File: src/rtl/ps2_emit_if.sv
// ============================================================================
// ps2_emit_if: byte handshake and PS/2 line bundle for ps2_emit (PS2_EMIT_INHIBIT_EN adds inhibit/aborted)
// Revision 1.0
// ============================================================================
`default_nettype none

interface ps2_emit_if;
  logic [7:0] word;
  logic       valid;
  logic       ready;
  logic       clk;
  logic       dat;
  logic       busy;
  logic       done;
`ifdef PS2_EMIT_INHIBIT_EN
  logic       inhibit;
  logic       aborted;

  modport master (
    output word, valid, inhibit,
    input  ready, clk, dat, busy, done, aborted
  );
  modport slave (
    input  word, valid, inhibit,
    output ready, clk, dat, busy, done, aborted
  );
`else
  modport master (
    output word, valid,
    input  ready, clk, dat, busy, done
  );
  modport slave (
    input  word, valid,
    output ready, clk, dat, busy, done
  );
`endif
endinterface

`default_nettype wire

File: src/rtl/ps2_emit.sv
// ============================================================================
// ps2_emit: device-side PS/2 transmitter, start/8 data LSB-first/odd parity/stop.
// Optional host-inhibit abort path: PS2_EMIT_INHIBIT_EN.  Revision 1.0
// ============================================================================
`default_nettype none

module ps2_emit #(
  parameter int HALF_PERIOD = 4,
  parameter int IDLE_GAP    = 8
) (
  input  wire logic   sysclk,
  input  wire logic   rst_n,
  ps2_emit_if.slave   bus
);

  localparam int CNT_MAX = (HALF_PERIOD > IDLE_GAP) ? HALF_PERIOD : IDLE_GAP;
  localparam int CW      = $clog2(CNT_MAX + 1);
  localparam logic [CW-1:0] HP_LAST  = CW'(HALF_PERIOD - 1);
  localparam logic [CW-1:0] GAP_LAST = CW'(IDLE_GAP - 1);

  typedef enum logic [1:0] {
    S_IDLE = 2'd0,
    S_HIGH = 2'd1,
    S_LOW  = 2'd2,
    S_GAP  = 2'd3
  } state_t;

  state_t          state, state_n;
  logic [CW-1:0]   cnt, cnt_n;
  logic [3:0]      idx, idx_n;
  logic [7:0]      word_q, word_n;
  logic            parity_q, parity_n;
  logic            clk_q, clk_n;
  logic            dat_q, dat_n;
  logic            ready_q, ready_n;
  logic            busy_q, busy_n;
  logic            done_q, done_n;
  logic [10:0]     frame;
  logic            half_end;
  logic            gap_end;
`ifdef PS2_EMIT_INHIBIT_EN
  logic            aborted_q, aborted_n;
  logic            restart_q, restart_n;
`endif

  assign frame    = {1'b1, parity_q, word_q, 1'b0};
  assign half_end = (cnt == HP_LAST);
  assign gap_end  = (cnt == GAP_LAST);

  always_ff @(posedge sysclk) begin
    if (!rst_n) begin
      state     <= S_IDLE;
      cnt       <= '0;
      idx       <= 4'd0;
      word_q    <= 8'd0;
      parity_q  <= 1'b0;
      clk_q     <= 1'b1;
      dat_q     <= 1'b1;
      ready_q   <= 1'b1;
      busy_q    <= 1'b0;
      done_q    <= 1'b0;
`ifdef PS2_EMIT_INHIBIT_EN
      aborted_q <= 1'b0;
      restart_q <= 1'b0;
`endif
    end else begin
      state     <= state_n;
      cnt       <= cnt_n;
      idx       <= idx_n;
      word_q    <= word_n;
      parity_q  <= parity_n;
      clk_q     <= clk_n;
      dat_q     <= dat_n;
      ready_q   <= ready_n;
      busy_q    <= busy_n;
      done_q    <= done_n;
`ifdef PS2_EMIT_INHIBIT_EN
      aborted_q <= aborted_n;
      restart_q <= restart_n;
`endif
    end
  end

  // Line values are computed for the next state so clk/dat come straight from flops.
  always_comb begin
    state_n   = state;
    cnt_n     = cnt;
    idx_n     = idx;
    word_n    = word_q;
    parity_n  = parity_q;
    clk_n     = clk_q;
    dat_n     = dat_q;
    done_n    = 1'b0;
`ifdef PS2_EMIT_INHIBIT_EN
    aborted_n = 1'b0;
    restart_n = restart_q;
`endif
    case (state)
      S_IDLE: begin
        clk_n = 1'b1;
        dat_n = 1'b1;
        if (bus.valid && ready_q) begin
          word_n   = bus.word;
          parity_n = ~^bus.word;
          idx_n    = 4'd0;
          cnt_n    = '0;
          state_n  = S_HIGH;
          dat_n    = 1'b0;
        end
      end
      S_HIGH: begin
`ifdef PS2_EMIT_INHIBIT_EN
        if (bus.inhibit && (idx <= 4'd9)) begin
          state_n   = S_GAP;
          cnt_n     = '0;
          idx_n     = 4'd0;
          clk_n     = 1'b1;
          dat_n     = 1'b1;
          aborted_n = 1'b1;
          restart_n = 1'b1;
        end else
`endif
        if (half_end) begin
          state_n = S_LOW;
          cnt_n   = '0;
          clk_n   = 1'b0;
        end else begin
          cnt_n = cnt + 1'b1;
        end
      end
      S_LOW: begin
        if (half_end) begin
          cnt_n = '0;
          clk_n = 1'b1;
          if (idx == 4'd10) begin
            state_n = S_GAP;
            dat_n   = 1'b1;
            done_n  = 1'b1;
          end else begin
            idx_n   = idx + 4'd1;
            state_n = S_HIGH;
            dat_n   = frame[idx_n];
          end
        end else begin
          cnt_n = cnt + 1'b1;
        end
      end
      S_GAP: begin
        clk_n = 1'b1;
        dat_n = 1'b1;
        if (gap_end) begin
`ifdef PS2_EMIT_INHIBIT_EN
          // An aborted frame waits here until the host releases the line.
          if (restart_q) begin
            if (!bus.inhibit) begin
              restart_n = 1'b0;
              state_n   = S_HIGH;
              cnt_n     = '0;
              idx_n     = 4'd0;
              dat_n     = 1'b0;
            end
          end else begin
            state_n = S_IDLE;
            cnt_n   = '0;
          end
`else
          state_n = S_IDLE;
          cnt_n   = '0;
`endif
        end else begin
          cnt_n = cnt + 1'b1;
        end
      end
      default: begin
        state_n = S_IDLE;
        cnt_n   = '0;
        clk_n   = 1'b1;
        dat_n   = 1'b1;
      end
    endcase

`ifdef PS2_EMIT_INHIBIT_EN
    ready_n = (state_n == S_IDLE) && !bus.inhibit;
`else
    ready_n = (state_n == S_IDLE);
`endif
    busy_n = (state_n != S_IDLE);
  end

  assign bus.ready   = ready_q;
  assign bus.clk     = clk_q;
  assign bus.dat     = dat_q;
  assign bus.busy    = busy_q;
  assign bus.done    = done_q;
`ifdef PS2_EMIT_INHIBIT_EN
  assign bus.aborted = aborted_q;
`endif

endmodule

`default_nettype wire

File: src/flat_wrapper.sv
// flat-port wrapper written by rule: the top's interface ports become plain ports
module ps2_emit_flat 
#(
  parameter int HALF_PERIOD = 4,
  parameter int IDLE_GAP    = 8
)
  (sysclk, rst_n, bus_word, bus_valid, bus_ready, bus_clk, bus_dat, bus_busy, bus_done);
  ps2_emit_if bus_i ();
  input  wire logic sysclk;
  input  wire logic rst_n;
  input wire logic [$bits(bus_i.word)-1:0] bus_word;
  input wire logic [$bits(bus_i.valid)-1:0] bus_valid;
  output wire logic [$bits(bus_i.ready)-1:0] bus_ready;
  output wire logic [$bits(bus_i.clk)-1:0] bus_clk;
  output wire logic [$bits(bus_i.dat)-1:0] bus_dat;
  output wire logic [$bits(bus_i.busy)-1:0] bus_busy;
  output wire logic [$bits(bus_i.done)-1:0] bus_done;
  assign bus_i.word = bus_word;
  assign bus_i.valid = bus_valid;
  assign bus_ready = bus_i.ready;
  assign bus_clk = bus_i.clk;
  assign bus_dat = bus_i.dat;
  assign bus_busy = bus_i.busy;
  assign bus_done = bus_i.done;
  ps2_emit #(.HALF_PERIOD(HALF_PERIOD), .IDLE_GAP(IDLE_GAP)) u_core (.sysclk(sysclk), .rst_n(rst_n), .bus(bus_i));
endmodule
File: config.mk
export PLATFORM = sky130hd
export DESIGN_NAME = ps2_emit_flat
export DESIGN_NICKNAME = d
export VERILOG_FILES = /design/src/rtl/ps2_emit_if.sv /design/src/rtl/ps2_emit.sv /design/src/flat_wrapper.sv
export SDC_FILE = /design/constraint.sdc
export NUM_CORES = 1
export LEC_CHECK = 0
export BUFFER_PORTS_ARGS = -buffer_cell sky130_fd_sc_hd__buf_2
export CAP_MARGIN = 20
export CELL_PAD_IN_SITES_DETAIL_PLACEMENT = 1
export CELL_PAD_IN_SITES_GLOBAL_PLACEMENT = 1
export CORE_MARGIN = 2
export CORE_UTILIZATION = 43
export CTS_BUF_LIST = sky130_fd_sc_hd__clkbuf_4 sky130_fd_sc_hd__clkbuf_8 sky130_fd_sc_hd__clkbuf_16
export DETAILED_ROUTE_END_ITERATION = 7
export PLACE_DENSITY_LB_ADDON = 0.1
export SKIP_LAST_GASP = 1
export SYNTH_ARGS = -nofsm -noshare
export SYNTH_HDL_FRONTEND = slang
export SYNTH_SLANG_ARGS = --single-unit
File: constraint.sdc
create_clock -name sysclk -period 2.3 [get_ports sysclk]
set_input_delay 0.23 -clock sysclk [delete_from_list [all_inputs] [get_ports sysclk]]
set_output_delay 0.23 -clock sysclk [all_outputs]
set_load 0.05 [all_outputs]
==> results.toml, run 1 <==
[status]
outcome = "completed"

[worst_setup_path]
path_max_fanout = 6
crit_required_ns = 2.52
crit_buf_inv = 1
path_delay_family = "compound AO/OA/AOI/OAI gates"
path_class = "flop to flop"
end_kind = "flop"
crit_chain = "inv_1 -> ha_1 -> mux2i_1 -> a21oi_1 -> o311a_2 -> or3_1"
crit_slowest_cell = "dfxtp_1"
arrival_ns = 2.17
slowest_delay_ns = 0.42
crit_path_start_kind = "flop"

[sta]
worst_pin_slew_ns = 0.455
grt_setup_unrepaired = "false"
relSlewSlack = 0.692
maxSlewViolCount = 0
maxClockFrequency_ghz = 0.511
post-route-period-util = 0.851
setup_viol = 0
min_period_ns = 1.96
fin_setup_tns_ns = 0
hold_viol = 0
clock_skew_ns = 0.00903

[placement]
port_buffers = 15
gp_congestion = 0.755
dpl.hpwl_mm = 2.59

[clocking]
htree_num_levels = 1
ctsHoldBuffers = 0
clk_pin_slew_worst_paths_ns = 0.13
post_cts_buffers = 0
cts_buffer_depth = 2
cts_resized = 0
cts-root-buf = "clkbuf_4"
clk_latency_ns = 0.31
cts.sinks = 24
cts_tree = "yes"
numCtsBuffers = 3

[logic_synthesis]
synth-xor-area-share = 0.0551
synth_edf_count = 0
syn_inst = 170
avgSynthCellArea_um2 = 8.42
synthesis.area_mm2 = 0.00143
yosys_warnings = 0
synth_seq_cells = 24
synth_compound_area_frac = 0.185
syn-num-nets = 190
muxShareOfSynthArea = 0.0437
ys_types = 40
synthArstFlopShare = 0
synth_top_family_by_area = "simple AND/OR/NAND/NOR gates"
synth_flop_cell = "dfxtp_1"
synth-simple-area-share = 0.267
ys_seq_area_frac = 0.336
synth_fa_ha_area_frac = 0.0787

[floorplan]
die_w_um = 61.7
initial_core_util = 0.461
ios = 16
dieArea_mm2 = 0.00381
num_rows = 20
core_area_mm2 = 0.00310
die_h_um = 61.7

[global_routing]
grt_max_degree = 26
grt_pass1_vias = 1204
gr-usage-all-layers = 0.201
grt-ovfl-total = 0
grt_pass1_wl_mm = 5.68
grt_antenna_before_repair = 0

[drt]
first_pass_iters = 4
drc = 0
wl_per_cell_um = 14.7
routed_wl_mm = 3.34
drt_iter0_drc = 18
routed_via_density = 5.49
dr_total_vias = 1251
drtAntennaViolNets = 0

[job]
drv_cap = 0

[hold_path]
hold_path.class = "input port to flop"

[finish]
layout_commonest_cell = "nand2_1"
finalNetCount = 206
area_delta_synth_final_pct = 9.88
fillCellCount = 416
drive_gt1_frac = 0.152
final_cell_mix = "nand2_1 (29), dfxtp_1 (24), buf_2 (15)"
diodes = 0

[power_and_ir_drop]
ir_drop_uv = 278
p_leak_uw = 0.000620
p_total_uw = 866
powerDensity_mw_per_mm2 = 551
worst paths after layout:
check / start / endpoint / slack [ns] / cells past startpoint
setup / recovery: u_core.state[1]$_SDFF_PN0_ / u_core.bus.busy$_SDFF_PN0_ / 0.34 / 6
hold / removal: bus_word[0] / u_core.word_q[0]$_SDFFE_PN0P_ / 0.17 / 3
setup reg to reg: u_core.state[1]$_SDFF_PN0_ / u_core.bus.busy$_SDFF_PN0_ / 0.34 / 6
hold reg to reg: u_core.word_q[2]$_SDFFE_PN0P_ / u_core.word_q[2]$_SDFFE_PN0P_ / 0.47 / 2
cell usage after synthesis, types with 4 or more instances:
cell type	n	share of area
ha_1	9	0.079
nand3b_1	5	0.026
dfxtp_1	24	0.34
inv_1	4	0.010
xnor2_1	7	0.043
nand2_1	29	0.076
mux2i_1	4	0.028
a21boi_0	12	0.063
o21ai_0	6	0.021
nor2b_1	4	0.017
nand3_1	9	0.031
nor3_1	5	0.017
nor2_1	8	0.021
a21oi_1	5	0.017
clkbuf_1	6	0.016
flip-flops by register name (all words and copies together) (netlist names):
signal,flops
u_core.bus.done,1
u_core.bus.ready,1
u_core.word_q,8
u_core.state,2
u_core.bus.dat,1
u_core.bus.busy,1
u_core.bus.clk,1
u_core.cnt,4
u_core.parity_q,1
u_core.idx,4
cells by family (layout without fill, tap and decap cells):
logic type | Yosys count | in the layout
xor+xnor | 9 | 9
flops | 24 | 24
buf+inv | 11 | 25
compound gates | 38 | 38
fa+ha+maj | 9 | 9
simple gates | 74 | 74
mux | 5 | 5
worst register-to-register path, stage by stage, from the launching register on:
cell and delay, ns:
dfxtp_1 0.42, inv_1 0.15, ha_1 0.27, mux2i_1 0.21
a21oi_1 0.10, o311a_2 0.36, or3_1 0.37
area by class of cell:
cell class	instances	area (µm²)	share of cell area
Multi-Input combinational cell	135	902	0.574
Tap cell	44	55.1	0.0350
Inverter	4	15.0	0.00955
Clock buffer	3	22.5	0.0143
Sequential cell	24	480	0.305
Timing Repair Buffer	18	97.6	0.0621
per-stage QoR:
stage / hold WS [ns] / setup slack, ns / std cells / area, µm² / utilization
5_1_grt: 0.161 / 0.264 / 228 / 1570 / 0.507
3_5_place_dp: 0.460 / 0.427 / 225 / 1550 / 0.500
2_1_floorplan: 0.375 / 0.472 / 170 / 1430 / -
4_1_cts: 0.164 / 0.361 / 228 / 1570 / 0.507
3_3_place_gp: 0.450 / 0.545 / 225 / 1550 / 0.500
6_report: 0.174 / 0.343 / 228 / 1570 / 0.507
per-layer routing:
layer  GRT usage  vias up  part of all wire
met1       0.264      600              0.49
met5           0        -                 0
met4      0.0669        0            0.0078
met2       0.326       19              0.47
li1            -      630                 -
met3      0.0476        2             0.032
power by group:
group | switching, µW | internal [µW] | total, µW
combinational | 137 | 84.6 | 221
clock | 122 | 61.2 | 184
sequential | 18.5 | 443 | 462
Note: power is estimated with default switching activity, not from simulation.
==> run 2, diff against run 1 <==
--- a/config.mk
+++ b/config.mk
@@ -5,12 +5,14 @@
 export SDC_FILE = /design/constraint.sdc
 export NUM_CORES = 1
 export LEC_CHECK = 0
+export ABC_AREA = 1
 export BUFFER_PORTS_ARGS = -buffer_cell sky130_fd_sc_hd__buf_2
 export CAP_MARGIN = 20
 export CELL_PAD_IN_SITES_DETAIL_PLACEMENT = 1
 export CELL_PAD_IN_SITES_GLOBAL_PLACEMENT = 1
+export CORE_ASPECT_RATIO = 1.4
 export CORE_MARGIN = 2
-export CORE_UTILIZATION = 43
+export CORE_UTILIZATION = 41
 export CTS_BUF_LIST = sky130_fd_sc_hd__clkbuf_4 sky130_fd_sc_hd__clkbuf_8 sky130_fd_sc_hd__clkbuf_16
 export DETAILED_ROUTE_END_ITERATION = 7
 export PLACE_DENSITY_LB_ADDON = 0.1
==> constraint.sdc (replaced) <==
create_clock -name sysclk -period 1.9 [get_ports sysclk]
set_input_delay 0.19 -clock sysclk [delete_from_list [all_inputs] [get_ports sysclk]]
set_output_delay 0.19 -clock sysclk [all_outputs]
set_load 0.05 [all_outputs]
==> results.toml, run 2 <==
[logic_synthesis]
synthArstFlopShare = 0
synth_seq_cells = 24
synth_edf_count = 0
synthDominantCellAreaShare = 0.344
synth_flop_cell = "dfxtp_1"
yosysMostFrequentCell = "nand2_1"
yosys_warnings = 0
syn-num-nets = 214
avgSynthCellArea_um2 = 7.20
synthTopCellsByCount = "nand2_1 (40), dfxtp_1 (24), inv_1 (22)"
syn_inst = 194
synth_top_area_cell = "dfxtp_1"
ys_types = 31
synthesis.area_mm2 = 0.00140
synth.area.top_cells = "dfxtp_1 (34%), nand2_1 (11%), ha_1 (8.1%), inv_1 (5.9%), nand3_1 (5.0%)"
ys_seq_area_frac = 0.344

[clocking]
numCtsBuffers = 3
cts_tree = "yes"
clk_latency_ns = 0.26
cts.sinks = 24
htree_num_levels = 1
cts-root-buf = "clkbuf_8"
clk_pin_slew_worst_paths_ns = 0.08
cts_buffer_depth = 2
post_cts_buffers = 0

[placement]
place_ws_ns = 0.201
gp_congestion = 0.906
port_buffers = 15
dpl.hpwl_mm = 2.83

[global_routing]
grt_pass1_vias = 1415
grt-ovfl-total = 0
gr-usage-all-layers = 0.210
grt_max_degree = 13
grt_pass1_wl_mm = 6.03
grt_antenna_before_repair = 0

[worst_setup_path]
arrival_ns = 1.83
end_kind = "flop"
path_max_fanout = 6
crit_required_ns = 2.10
rrSetupSlack_ns = 0.27
timing.rr.end = "u_core.idx[2]$_SDFFE_PN0P_"
r2r_start = "u_core.state[0]$_SDFF_PN0_"
path_class = "flop to flop"
ff2ff_path_depth = 9
crit_path_start_kind = "flop"
startpoint = "u_core.state[0]$_SDFF_PN0_"

[sta]
setup_slack_ns = 0.272
setup_viol = 0
grt_setup_unrepaired = "false"
post-route-period-util = 0.857
hold_ws_ns = 0.176
maxSlewViolCount = 0
clock_skew_ns = 0.00515
fin_setup_tns_ns = 0
maxClockFrequency_ghz = 0.614
hold_viol = 0
worst_pin_slew_ns = 0.398
relSlewSlack = 0.734
min_period_ns = 1.63

[power_and_ir_drop]
powerDensity_mw_per_mm2 = 793
p_total_uw = 1220
p_leak_uw = 0.000723
ir_drop_uv = 477

[drt]
dr_total_vias = 1293
drtAntennaViolNets = 0
routed_via_density = 5.19
drc = 0
routed_wl_mm = 3.46
wl_per_cell_um = 13.9
drt_iter0_drc = 19
first_pass_iters = 4

[finish]
finalNetCount = 231
diodes = 0
largest_register_ffs = 8
final_util = 0.465
final_cell_mix = "nand2_1 (40), dfxtp_1 (24), inv_1 (22)"
top_regs = "u_core.word_q x8, u_core.cnt x4, u_core.idx x4"
layout_commonest_cell = "nand2_1"
drive_gt1_frac = 0.191
area_delta_synth_final_pct = 10.5
largest_register = "u_core.word_q"
fillCellCount = 453

[floorplan]
initial_core_util = 0.421
die_h_um = 73.1
die_w_um = 53.3
num_rows = 25
core_area_mm2 = 0.00332
dieArea_mm2 = 0.00390
ios = 16

[hold_path]
hold_depth = 3
hold_end = "u_core.word_q[0]$_SDFFE_PN0P_"
min_from = "bus_word[0]"
hold_path.class = "input port to flop"

[job]
drv_cap = 0

[status]
outcome = "completed"
[run 2: through the flow]
stage	instances	instance area [µm²]
2_1_floorplan	194	1400
3_3_place_gp	246	1500
3_5_place_dp	246	1500
4_1_cts	249	1540
5_1_grt	249	1540
6_report	249	1540
[run 2: layout make-up]
cell class | count | area [µm²] | area share
Clock buffer | 3 | 41.3 | 0.0268
Inverter | 28 | 110 | 0.0714
Multi-Input combinational cell | 137 | 771 | 0.500
Sequential cell | 24 | 480 | 0.311
Tap cell | 40 | 50.0 | 0.0324
Timing Repair Buffer | 17 | 90.1 | 0.0584
[run 2: where the power goes]
part           leakage, µW  switching [µW]  total [µW]  internal [µW]
sequential        0.000197            25.0         574            549
clock            0.0000216             155         297            142
combinational     0.000505             237         352            115
[run 2: worst max-delay path by stage]
| stage | depth (start not counted) | to |
|---|---|---|
| 2_1_floorplan | 8 | u_core.idx[3]$_SDFFE_PN0P_ |
| 3_3_place_gp | 8 | u_core.idx[1]$_SDFFE_PN0P_ |
| 3_5_place_dp | 8 | u_core.idx[1]$_SDFFE_PN0P_ |
| 4_1_cts | 8 | u_core.idx[2]$_SDFFE_PN0P_ |
| 5_1_grt | 9 | u_core.idx[1]$_SDFFE_PN0P_ |
| 6_report | 9 | u_core.idx[2]$_SDFFE_PN0P_ |
[run 2: kinds of logic (layout without fill, tap and decap cells)]
| group | after synthesis | count (layout) | synth area share |
|---|---|---|---|
| xor+xnor | 6 | 6 | 0.0376 |
| flops | 24 | 24 | 0.344 |
| simple gates | 88 | 88 | 0.288 |
| fa+ha+maj | 9 | 9 | 0.0806 |
| compound gates | 34 | 34 | 0.144 |
| buf+inv | 33 | 48 | 0.106 |
[run 2: metal layers]
layer  up-vias  GRT usage  wire length [µm]
li1        655          -                 -
met1       618      0.205              1330
met2        12      0.410              1990
met3         8     0.0266                62
met4         0      0.103                77
met5         -          0                 0
[run 2: what timing repair did]
action / 4_1_cts / 5_1_grt
endpoints found under the setup margin: 0 / 2
resized for setup: 0 / 1
hold buffers: 0 / 0
[run 2: critical path, cell delays in order, from the launching register on]
cell and delay (ns):
dfxtp_1 0.41, inv_1 0.13, ha_1 0.28, nand2_4 0.12, inv_4 0.06, a21oi_4 0.10, nand3_2 0.14, inv_2 0.12
nand3_1 0.08, a21oi_1 0.13
==> run 3, diff against run 2 <==
--- a/config.mk
+++ b/config.mk
@@ -11,7 +11,7 @@
 export CELL_PAD_IN_SITES_DETAIL_PLACEMENT = 1
 export CELL_PAD_IN_SITES_GLOBAL_PLACEMENT = 1
 export CORE_ASPECT_RATIO = 1.4
-export CORE_MARGIN = 2
+export CORE_MARGIN = 10
 export CORE_UTILIZATION = 41
 export CTS_BUF_LIST = sky130_fd_sc_hd__clkbuf_4 sky130_fd_sc_hd__clkbuf_8 sky130_fd_sc_hd__clkbuf_16
 export DETAILED_ROUTE_END_ITERATION = 7
==> results.toml, run 3 (synthesized netlist as in run 2, its figures left out) <==
[job]
drv_cap = 0

[floorplan]
ios = 16
die_w_um = 69.3
num_rows = 25
die_h_um = 89.1
initial_core_util = 0.421
core_area_mm2 = 0.00332
dieArea_mm2 = 0.00617

[worst_setup_path]
crit_required_ns = 2.09
crit_path_start_kind = "flop"
timing.rr.end = "u_core.idx[0]$_SDFFE_PN0P_"
rrSetupSlack_ns = 0.19
end_kind = "flop"
ff2ff_path_depth = 8
path_class = "flop to flop"
arrival_ns = 1.91
r2r_start = "u_core.state[0]$_SDFF_PN0_"
path_max_fanout = 8

[sta]
worst_pin_slew_ns = 0.374
min_period_ns = 1.71
setup_viol = 0
maxClockFrequency_ghz = 0.584
post-route-period-util = 0.901
hold_viol = 0
setup_slack_ns = 0.189
clock_skew_ns = 0.00699
fin_setup_tns_ns = 0
grt_setup_unrepaired = "false"
maxSlewViolCount = 0
relSlewSlack = 0.750

[drt]
dr_total_vias = 1270
drt_iter0_drc = 39
routed_wl_mm = 3.49
first_pass_iters = 2
routed_via_density = 5.10
wl_per_cell_um = 14.0
drtAntennaViolNets = 0
drc = 0

[clocking]
cts_buffer_depth = 2
cts-root-buf = "clkbuf_8"
cts_resized = 0
cts.sinks = 24
numCtsBuffers = 3
clk_pin_slew_worst_paths_ns = 0.08
post_cts_buffers = 0
htree_num_levels = 1
clk_latency_ns = 0.26
cts_tree = "yes"
ctsHoldBuffers = 0

[finish]
diodes = 0
top_regs = "u_core.word_q x8, u_core.cnt x4, u_core.idx x4"
largest_register_ffs = 8
finalNetCount = 231
fillCellCount = 445
layout_commonest_cell = "nand2_1"
area_delta_synth_final_pct = 10.3
final_cell_area_mm2 = 0.00154
drive_gt1_frac = 0.187
final_cell_mix = "nand2_1 (40), dfxtp_1 (24), inv_1 (22)"
largest_register = "u_core.word_q"

[hold_path]
min_from = "bus_word[0]"
hold_depth = 3
hold_end = "u_core.word_q[0]$_SDFFE_PN0P_"
hold_path.class = "input port to flop"

[power_and_ir_drop]
powerDensity_mw_per_mm2 = 789
p_leak_uw = 0.000725
ir_drop_uv = 399

[global_routing]
grt_antenna_before_repair = 0
gr-usage-all-layers = 0.123
grt_max_degree = 13
grt_pass1_vias = 1352
grt_pass1_wl_mm = 6.28
grt-ovfl-total = 0

[status]
outcome = "completed"

[placement]
placed_cell_area_mm2 = 0.00150
port_buffers = 15
place_ws_ns = 0.202
gp_congestion = 0.898
dpl.hpwl_mm = 2.90
==> run 3: final cells by class <==
| type | instances | area (µm²) | area share |
|---|---|---|---|
| clock buffers | 3 | 41.3 | 0.0268 |
| multi-input cells | 137 | 768 | 0.499 |
| inverters | 28 | 110 | 0.0715 |
| repair buffers | 17 | 90.1 | 0.0585 |
| flip-flops and latches | 24 | 480 | 0.312 |
| well taps | 40 | 50.0 | 0.0325 |
==> run 3: critical path, cell delays in order, from the launching register on <==
cell	delay (ns)
dfxtp_1	0.35
inv_1	0.16
ha_1	0.35
inv_1	0.17
a21oi_4	0.15
nand3_2	0.13
inv_2	0.12
nand3_1	0.08
a21oi_1	0.15
==> run 3: through the flow <==
stage | std cells | power, µW | utilization | hold WS [ns]
after floorplan | 194 | 850 | - | 0.325
after global placement | 246 | 926 | 0.452 | 0.444
after detailed placement | 246 | 940 | 0.452 | 0.454
after CTS | 249 | 1240 | 0.465 | 0.183
after global routing | 249 | 1310 | 0.465 | 0.200
final | 249 | 1210 | 0.465 | 0.189
==> run 3: worst max-delay path by stage <==
stage                           startpoint                         end  slack [ns]  cells after the start
6_report        u_core.state[0]$_SDFF_PN0_  u_core.idx[0]$_SDFFE_PN0P_        0.19                      8
5_1_grt         u_core.state[0]$_SDFF_PN0_  u_core.idx[2]$_SDFFE_PN0P_       0.007                      8
4_1_cts         u_core.state[0]$_SDFF_PN0_  u_core.idx[0]$_SDFFE_PN0P_        0.16                      8
3_5_place_dp    u_core.state[0]$_SDFF_PN0_  u_core.idx[1]$_SDFFE_PN0P_        0.20                      8
3_3_place_gp    u_core.state[0]$_SDFF_PN0_  u_core.idx[0]$_SDFFE_PN0P_        0.29                      8
2_1_floorplan  u_core.bus.ready$_SDFF_PN1_  u_core.idx[3]$_SDFFE_PN0P_        0.40                      8
==> run 3: per-layer routing <==
layer  track usage  share of wire  routed length (µm)  vias up
li1              -              -                   -      656
met1         0.119           0.39                1350      589
met2         0.248           0.56                1970       15
met3        0.0178          0.019                  65       10
met4        0.0587          0.031                 108        0
met5             0              0                   0        -
==> run 3: power breakdown <==
group | total, µW | internal (µW) | leakage, µW | switching [µW]
sequential | 574 | 549 | 0.000197 | 24.9
clock | 292 | 142 | 0.0000216 | 151
combinational | 349 | 114 | 0.000507 | 235
total | 1210 | 804 | 0.000725 | 410
